--- config.mk ---
export PLATFORM = sky130hd
export DESIGN_NAME = reg_file_dump
export DESIGN_NICKNAME = d
export VERILOG_FILES = /design/src/rtl/reg_file_dump_pkg.sv /design/src/rtl/reg_file_dump_dff_nbit_arst.sv /design/src/rtl/reg_file_dump.sv
export SDC_FILE = /design/constraint.sdc
export NUM_CORES = 1
export LEC_CHECK = 0
export ABC_AREA = 1
export CAP_MARGIN = 20
export CORE_MARGIN = 2
export CORE_UTILIZATION = 45
export DETAILED_ROUTE_END_ITERATION = 12
export PLACE_DENSITY = 0.79
export SKIP_LAST_GASP = 1
export SYNTH_ARGS = -nofsm -noshare
export SYNTH_HDL_FRONTEND = slang
export SYNTH_HIERARCHICAL = 1
export SYNTH_SLANG_ARGS = --single-unit
--- constraint.sdc ---
create_clock -name CLK -period 1.8 [get_ports CLK]
set_input_delay 0.36 -clock CLK [delete_from_list [all_inputs] [get_ports CLK]]
set_output_delay 0.36 -clock CLK [all_outputs]
set_load 0.01 [all_outputs]
--- src/rtl/reg_file_dump_pkg.sv ---
// Shared constants for the 8x8 register file and its debug dump sequencer.
package reg_file_dump_pkg;
    localparam int unsigned DATA_W_DFLT = 8;
    localparam int unsigned ADDR_W_DFLT = 3;
    localparam int unsigned NREG        = 2 ** ADDR_W_DFLT;

    // Legacy state encodings kept as plain constants so existing trace decoders still match.
    localparam logic [1:0] IDLE = 2'd0;
    localparam logic [1:0] SEND = 2'd1;
    localparam logic [1:0] DONE = 2'd2;
endpackage

--- src/rtl/reg_file_dump_dff_nbit_arst.sv ---
// W-bit register with load enable and asynchronous active-high clear to zero.
module dff_nbit_arst #(
    parameter int unsigned W = 8
) (
    input  logic         CLK,
    input  logic         RST,
    input  logic         EN,
    input  logic [W-1:0] D,
    output logic [W-1:0] Q
);
    always_ff @(posedge CLK or posedge RST) begin
        if (RST) begin
            Q <= '0;
        end else if (EN) begin
            Q <= D;
        end
    end
endmodule

--- src/rtl/reg_file_dump.sv ---
// CPU register file (1 write, 2 bypassed read ports) with a valid/ready debug dump
// sequencer that streams every register out in index order.
module reg_file_dump
    import reg_file_dump_pkg::*;
#(
    parameter int unsigned DATA_W = DATA_W_DFLT,
    parameter int unsigned ADDR_W = ADDR_W_DFLT
) (
    input  logic              CLK,
    input  logic              RST,
    input  logic              WE,
    input  logic [ADDR_W-1:0] WADDR,
    input  logic [DATA_W-1:0] WDATA,
    input  logic [ADDR_W-1:0] RADDR_A,
    output logic [DATA_W-1:0] RDATA_A,
    input  logic [ADDR_W-1:0] RADDR_B,
    output logic [DATA_W-1:0] RDATA_B,
    input  logic              DUMP_REQ,
    input  logic              DUMP_READY,
    output logic              DUMP_VALID,
    output logic [ADDR_W-1:0] DUMP_ADDR,
    output logic [DATA_W-1:0] DUMP_DATA,
    output logic              DUMP_BUSY,
    output logic              DUMP_DONE
);
    localparam int unsigned       NUM_REGS = 2 ** ADDR_W;
    localparam logic [ADDR_W-1:0] LAST_IDX = ADDR_W'(NUM_REGS - 1);

    logic [DATA_W-1:0] regs_q [NUM_REGS];
    logic [1:0]        state_q, state_d;
    logic [ADDR_W-1:0] ptr_q, ptr_d;
    logic              load_en;
    logic [ADDR_W-1:0] load_addr;
    logic [DATA_W-1:0] load_data;

    for (genvar i = 0; i < NUM_REGS; i++) begin : g_reg
        dff_nbit_arst #(.W(DATA_W)) u_reg (
            .CLK (CLK),
            .RST (RST),
            .EN  (WE && (WADDR == ADDR_W'(i))),
            .D   (WDATA),
            .Q   (regs_q[i])
        );
    end

    assign RDATA_A = (WE && (WADDR == RADDR_A)) ? WDATA : regs_q[RADDR_A];
    assign RDATA_B = (WE && (WADDR == RADDR_B)) ? WDATA : regs_q[RADDR_B];

    // The snapshot goes through the same bypass so a write on the load edge is captured.
    assign load_data = (WE && (WADDR == load_addr)) ? WDATA : regs_q[load_addr];

    always_comb begin
        state_d   = state_q;
        ptr_d     = ptr_q;
        load_en   = 1'b0;
        load_addr = ptr_q + 1'b1;
        case (state_q)
            IDLE: begin
                if (DUMP_REQ) begin
                    state_d   = SEND;
                    ptr_d     = '0;
                    load_en   = 1'b1;
                    load_addr = '0;
                end
            end
            SEND: begin
                if (DUMP_READY) begin
                    if (ptr_q == LAST_IDX) begin
                        state_d = DONE;
                    end else begin
                        ptr_d   = ptr_q + 1'b1;
                        load_en = 1'b1;
                    end
                end
            end
            DONE:    state_d = IDLE;
            default: state_d = IDLE;
        endcase
    end

    always_ff @(posedge CLK or posedge RST) begin
        if (RST) begin
            state_q <= IDLE;
            ptr_q   <= '0;
        end else begin
            state_q <= state_d;
            ptr_q   <= ptr_d;
        end
    end

    dff_nbit_arst #(.W(DATA_W)) u_dump_data (
        .CLK (CLK),
        .RST (RST),
        .EN  (load_en),
        .D   (load_data),
        .Q   (DUMP_DATA)
    );

    assign DUMP_VALID = (state_q == SEND);
    assign DUMP_BUSY  = (state_q != IDLE);
    assign DUMP_DONE  = (state_q == DONE);
    assign DUMP_ADDR  = ptr_q;
endmodule

==> results of run 1 <==
## synth_stat cells, drive strengths merged
master	n	share of area (%)
a21oi	35	3.4
buf	38	4.5
clkbuf	10	0.72
dfrtp	77	36
ha	2	0.46
inv	84	5.8
nand2	338	24
nand3	141	13
nand3b	2	0.28
nand4	1	0.12
nor2	48	4.0
o211ai	28	3.9
o21a	2	0.28
o21ai	38	3.5
o22ai	1	0.12
xor2	2	0.32
## tightest hold or removal path, cell delays in order
cell,delay [ns]
clkdlybuf4s50_1,0.39
buf_4,0.20
inv_1,0.19
## routing by layer
metal | part of all wire, % | GRT usage, %
met5 | 0 | 0
met4 | 5.3 | 19.2
met3 | 10 | 7.86
met2 | 44 | 48.1
met1 | 40 | 42.3
## kinds of logic after synthesis
logic type                 Yosys count
AOI/OAI and AO/OA                  104
xor gates and xnor gates             2
adders and majority gates            2
buffers and inverters              132
DFF                                 77
and+or+nand+nor                    530
## area by class of cell
cell class,count,area (um^2)
tap,147,184
sequential,77,1930
fill,1029,4280
clock inverter,3,90.1
timing repair buffer,186,1620
clock buffer,13,270
multi-input combinational,639,3160
inverter,84,323
## path summary, 6_finish.rpt
check,from,endpoint
max in group asynchronous,RST,g_reg[6].u_reg/Q[3]$_DFFE_PP0P_
hold reg to reg,u_dump_data/Q[5]$_DFFE_PP0P_,u_dump_data/Q[5]$_DFFE_PP0P_
setup / recovery,g_reg[3].u_reg/Q[0]$_DFFE_PP0P_,RDATA_A[0]
hold / removal,RST,state_q[0]$_DFFE_PP0P_
min in group CLK,u_dump_data/Q[5]$_DFFE_PP0P_,u_dump_data/Q[5]$_DFFE_PP0P_
setup reg to reg,DUMP_ADDR[1]$_DFFE_PP0P_,u_dump_data/Q[3]$_DFFE_PP0P_
## sequential cells by signal, summed over array words and instances (netlist names)
signal,cells
state_q,2
g.u_reg/Q,64
DUMP_ADDR,3
u_dump_data/Q,8
## through the flow
step,power (mW),hold slack [ns]
3_5_place_dp,7.58,0.461
4_1_cts,9.96,0.434
2_1_floorplan,5.44,0.139
6_report,10.6,0.435
3_3_place_gp,7.48,0.452
5_1_grt,11.2,0.447
## repair_timing
item                       in CTS  in global routing
setup endpoints to repair      18                 25
setup buffers                  32                 11
gates cloned                    3                  0
pin swaps                      29                 35
resized for setup             162                 57
## report_power, final
group	internal [mW]	switching, mW	total, mW	leakage (nW)
registers	2.14	0.371	2.51	0.961
clock network	1.47	0.708	2.18	0.176
logic	2.52	3.40	5.92	2.85
total	6.13	4.48	10.6	3.99
==> metrics.txt, run 1 <==
Pwr Density=about 1400 mW/mm^2; TNS Setup=-0.273 ns; largest net degree at the start of global routing=64; drt first pass iters=5; clk slew on worst S/H paths=0.06 ns; Tcrit/Tclk final=104%; outcome=complete, but fails checks; synthesized area=0.00541 mm^2; hold crit path type=input port to async pin; LEAKAGE=3.99 nW; Crit-path slowest cell=dfrtp_1; delay-heaviest family, CP=flip-flops; DRT antenna net count=0; Adder-Cell Fraction of Synth Area=less than 1%; Slew headroom=77.9%; syn_area_per_cell=about 6.4 um^2; H-tree lvl count=3; fmax=~530 MHz; # DRC=0; clk root buf=clkbuf_16; CP Class=flip-flop to primary output; final hold viol count=0; clock sink count=a little under 80; syn nets=871; peak supply drop=763 uV; largest family of logic cells by synthesized area=simple AND/OR/NAND/NOR gates; pre-CTS WS=-0.886 ns; final WL=20700 um; critical path arrival=1.52 ns; GRT Util Overall=about 32%; post-DP HPWL=14500 um; Max clock buf depth=2; synthesis-to-layout area growth=40.0%; slowest stage delay, CP=0.40 ns; yosys warns=6; # port buffers=51; worst-margin pin slew=0.332 ns; R2R depth=11; Placed Area=about 0.0066 mm^2; DIE AREA=0.0129 mm^2; via count of the first global-routing pass=5891; most common cell after layout, fill and taps aside=nand2_1; worst path cell trace=inv_2, nand2_1, o211ai_1, nand3_1, nand3_1, nand2_1, buf_2; Max Clock Skew=0.00602 ns; Initial Utilization=45.6%; die width=114 um; synth unique cells=29; Synth Area in XOR/XNOR=0.324%; Final min period=1.88 ns; hold_buf cts=0; Final Util=63.9%; post-synthesis compound-gate area fraction=11.2%; most frequent cells in the layout=322 x nand2_1, 125 x nand3_1, 115 x buf_4, 74 x dfrtp_1, 44 x nor2_1; First DRT Iteration DRCs=between 800 and 900; Crit path required time=around 1.4 ns; critical path depth=7; setup slack, reg-to-reg=0.04 ns; Synth Instances=847; mux cell area share after synthesis=0%; Die H=114 um; Wirelength per Cell=18.0 um; via count=6413; worst-path maximum fanout=3; final non-filler cell total=1149; flops & latches, synth=77; Max-Cap Viols=0; first-pass GRT wire length=between 30000 and 40000 um; Worst Path Buf+Inv=2; CTS tree=yes; RSZ-0062 raised after global routing=true; pins over their slew limit=0; core area=between 0.01 and 0.015 mm^2; Ant. Diodes=0; Design Area, Final=between 0.007 and 0.008 mm^2; CTS Buf Count=9; Cell Rows=40; antenna violations before repair=0; layout net count=around 1000; layout cell share with drive strength beyond 1=27.7%; failing checks=setup timing; clock latency on the worst-skew pair=0.35 ns; sequential share of the synthesized area=35.6%; slack of the critical path=-0.0790 ns; final setup violating endpoints=11; GRT overflow=0; post-synthesis simple-gate area fraction=around two fifths; crit path capture type=primary output; Final GP Congestion=roughly 0.94; crit path launch type=flip-flop; vias per cell=between 5 and 6; Placed Cells incl. Taps=1089; I/O pins=52
Note: power is estimated with default switching activity, not from simulation.
==> run 2, diff against run 1 <==
CTS_CLUSTER_SIZE = 16   (was unset)
==> results of run 2 <==
The final DEF is identical to that of run 1; final timing and power are the same.
==> run 3, diff against run 2 <==
PLACE_DENSITY = 0.76   (was 0.79)
clock period = 2.3 ns   (was 1.8 ns; I/O delays follow)
==> run 3 against run 2 <==
Against the previous run: the run still ends with setup timing left; final cell count is 5.7% lower; power is 34% lower; via count is 5.1% lower; sequential power is 22% lower; count of clock-buffer cells in the layout is 1 lower; die area stayed put; cell area is 11% lower; sequential cell count stayed put; critical path type is now input port to primary output.
==> metrics.txt, run 3 (synthesis results as in run 1) <==
I/O pins=52; synthesis-to-layout area growth=24.9%; vias per cell=5.61; Max Clock Skew=0.00590 ns; Crit path required time=approximately 1.8 ns; most frequent cells in the layout=330 x nand2_1, 140 x nand3_1, 77 x dfrtp_1, 71 x inv_1, 58 x buf_4; First DRT Iteration DRCs=about 910; setup slack, reg-to-reg=0.29 ns; Final min period=2.40 ns; GRT overflow=0; core area=0.0119 mm^2; LEAKAGE=3.59 nW; Tcrit/Tclk final=104%; RR Startpoint=DUMP_ADDR[0]$_DFFE_PP0P_; DRT antenna net count=0; TNS Setup=-0.218 ns; drt first pass iters=6; Pwr Density=1040 mW/mm^2; clk root buf=clkbuf_16; hold crit path type=flip-flop to flip-flop; critical path arrival=1.94 ns; final hold viol count=0; Ant. Diodes=0; Placed Cells incl. Taps=1053; slack of the critical path=-0.100 ns; final non-filler cell total=1084; Top cell by count, worst path=buf_4; CTS Buf Count=9; layout cell share with drive strength beyond 1=14.0%; via count=just over 6000; Slew headroom=54.6%; clk slew on worst S/H paths=0.06 ns; Final GP Congestion=0.968; die width=~110 um; GRT Util Overall=31.0%; Max clock buf depth=2; Crit-path slowest cell=dlygate4sd2_1; clock sink count=between 70 and 80; Cell Rows=40; Final Util=approximately 57%; H-tree lvl count=3; most common cell after layout, fill and taps aside=nand2_1; worst-path maximum fanout=4; CTS tree=yes; slowest stage delay, CP=about 0.26 ns; crit path capture type=primary output; # DRC=0; clock latency on the worst-skew pair=roughly 0.36 ns; Die H=114 um; outcome=complete, but fails checks; Hold Crit Start=g_reg[7].u_reg/Q[0]$_DFFE_PP0P_; Wirelength per Cell=17.9 um; via count of the first global-routing pass=5578; Initial Utilization=around 46%; Most flops, register=g.u_reg/Q; final setup violating endpoints=3; final WL=between 15000 and 20000 um; Fillers=~1100; first-pass GRT wire length=30400 um; layout net count=956; largest net degree at the start of global routing=~50; post-DP HPWL=between 10000 and 15000 um; R2R depth=10; worst path cell trace=dlygate4sd2_1, buf_4, o22ai_4, nor2_4, buf_4, nand2_2, buf_4, nand3_1, nand2_1, clkdlybuf4s15_2; fmax=417 MHz; CP Launch Point=WADDR[1]; DIE AREA=about 0.013 mm^2; crit path launch type=input port; worst hold endpoint=g_reg[7].u_reg/Q[0]$_DFFE_PP0P_; failing checks=setup timing; CP Class=input port to primary output; pins over their slew limit=0; # port buffers=51; peak supply drop=492 uV; worst hold path cell count=2; r2r endpoint=u_dump_data/Q[7]$_DFFE_PP0P_; pre-CTS WS=-0.575 ns; antenna violations before repair=0; Max-Cap Viols=0; hold_buf cts=0; max reg flops=64; RSZ-0062 raised after global routing=true; worst-margin pin slew=0.679 ns
[run 3: cell count changes in the layout (fill, tap and decap cells not counted), sizes merged]
cell / previous run / this run
clkdlybuf4s15: 2 / 8
clkbuf: 13 / 20
inv: 82 / 83
clkdlybuf4s50: 22 / 25
dlygate4sd2: 2 / 7
clkinv: 0 / 3
nand2: 339 / 340
bufinv: 3 / 0
buf: 157 / 70
bufbuf: 2 / 1
[run 3: cell type report]
type,instances,area (um^2),area share (%)
multi-input cells,640,2950,43.7
repair buffers,120,1100,16.3
clock buffers,12,256,3.79
well taps,147,184,2.72
clock inverters,4,22.5,0.333
flip-flops and latches,77,1930,28.5
inverters,84,319,4.72
[run 3: worst max-delay path by stage]
stage	to	depth (start not counted)	slack [ns]
2_1_floorplan	RDATA_A[6]	7	0.45
3_3_place_gp	RDATA_B[0]	9	-0.57
3_5_place_dp	RDATA_B[5]	9	-0.58
4_1_cts	RDATA_B[5]	8	-0.13
5_1_grt	RDATA_A[3]	10	-0.14
6_report	RDATA_A[3]	10	-0.10
[run 3: routing by layer]
metal,vias to the layer above,track usage (%),wire length (um)
li1,2882,-,-
met1,2732,44.0,8090
met2,403,45.7,8220
met3,69,6.27,2260
met4,0,13.8,851
met5,-,0,0
[run 3: timing repair]
action,in CTS,in global routing
setup endpoints to repair,16,14
pin swaps,5,3
setup buffers,7,5
cloned,3,0
resized for setup,46,26
[run 3: worst max-delay path, delay by kind of cell]
family | cells | cell delay [ns]
buf+inv | 5 | 0.94
simple gates | 4 | 0.35
compound gates | 1 | 0.19
[run 3: where the power goes]
part | switching [mW] | internal, mW
clock network | 0.573 | 0.783
registers | 0.282 | 1.67
logic | 2.30 | 1.40
total | 3.16 | 3.86
[run 3: per-stage QoR]
step,cell area (um^2),hold slack [ns],power [mW]
global route,6760,0.495,7.52
finish,6760,0.471,7.02
floorplan,5410,0.239,4.23
global placement,6320,0.452,5.46
detailed placement,6320,0.457,5.54
CTS,6730,0.470,6.91
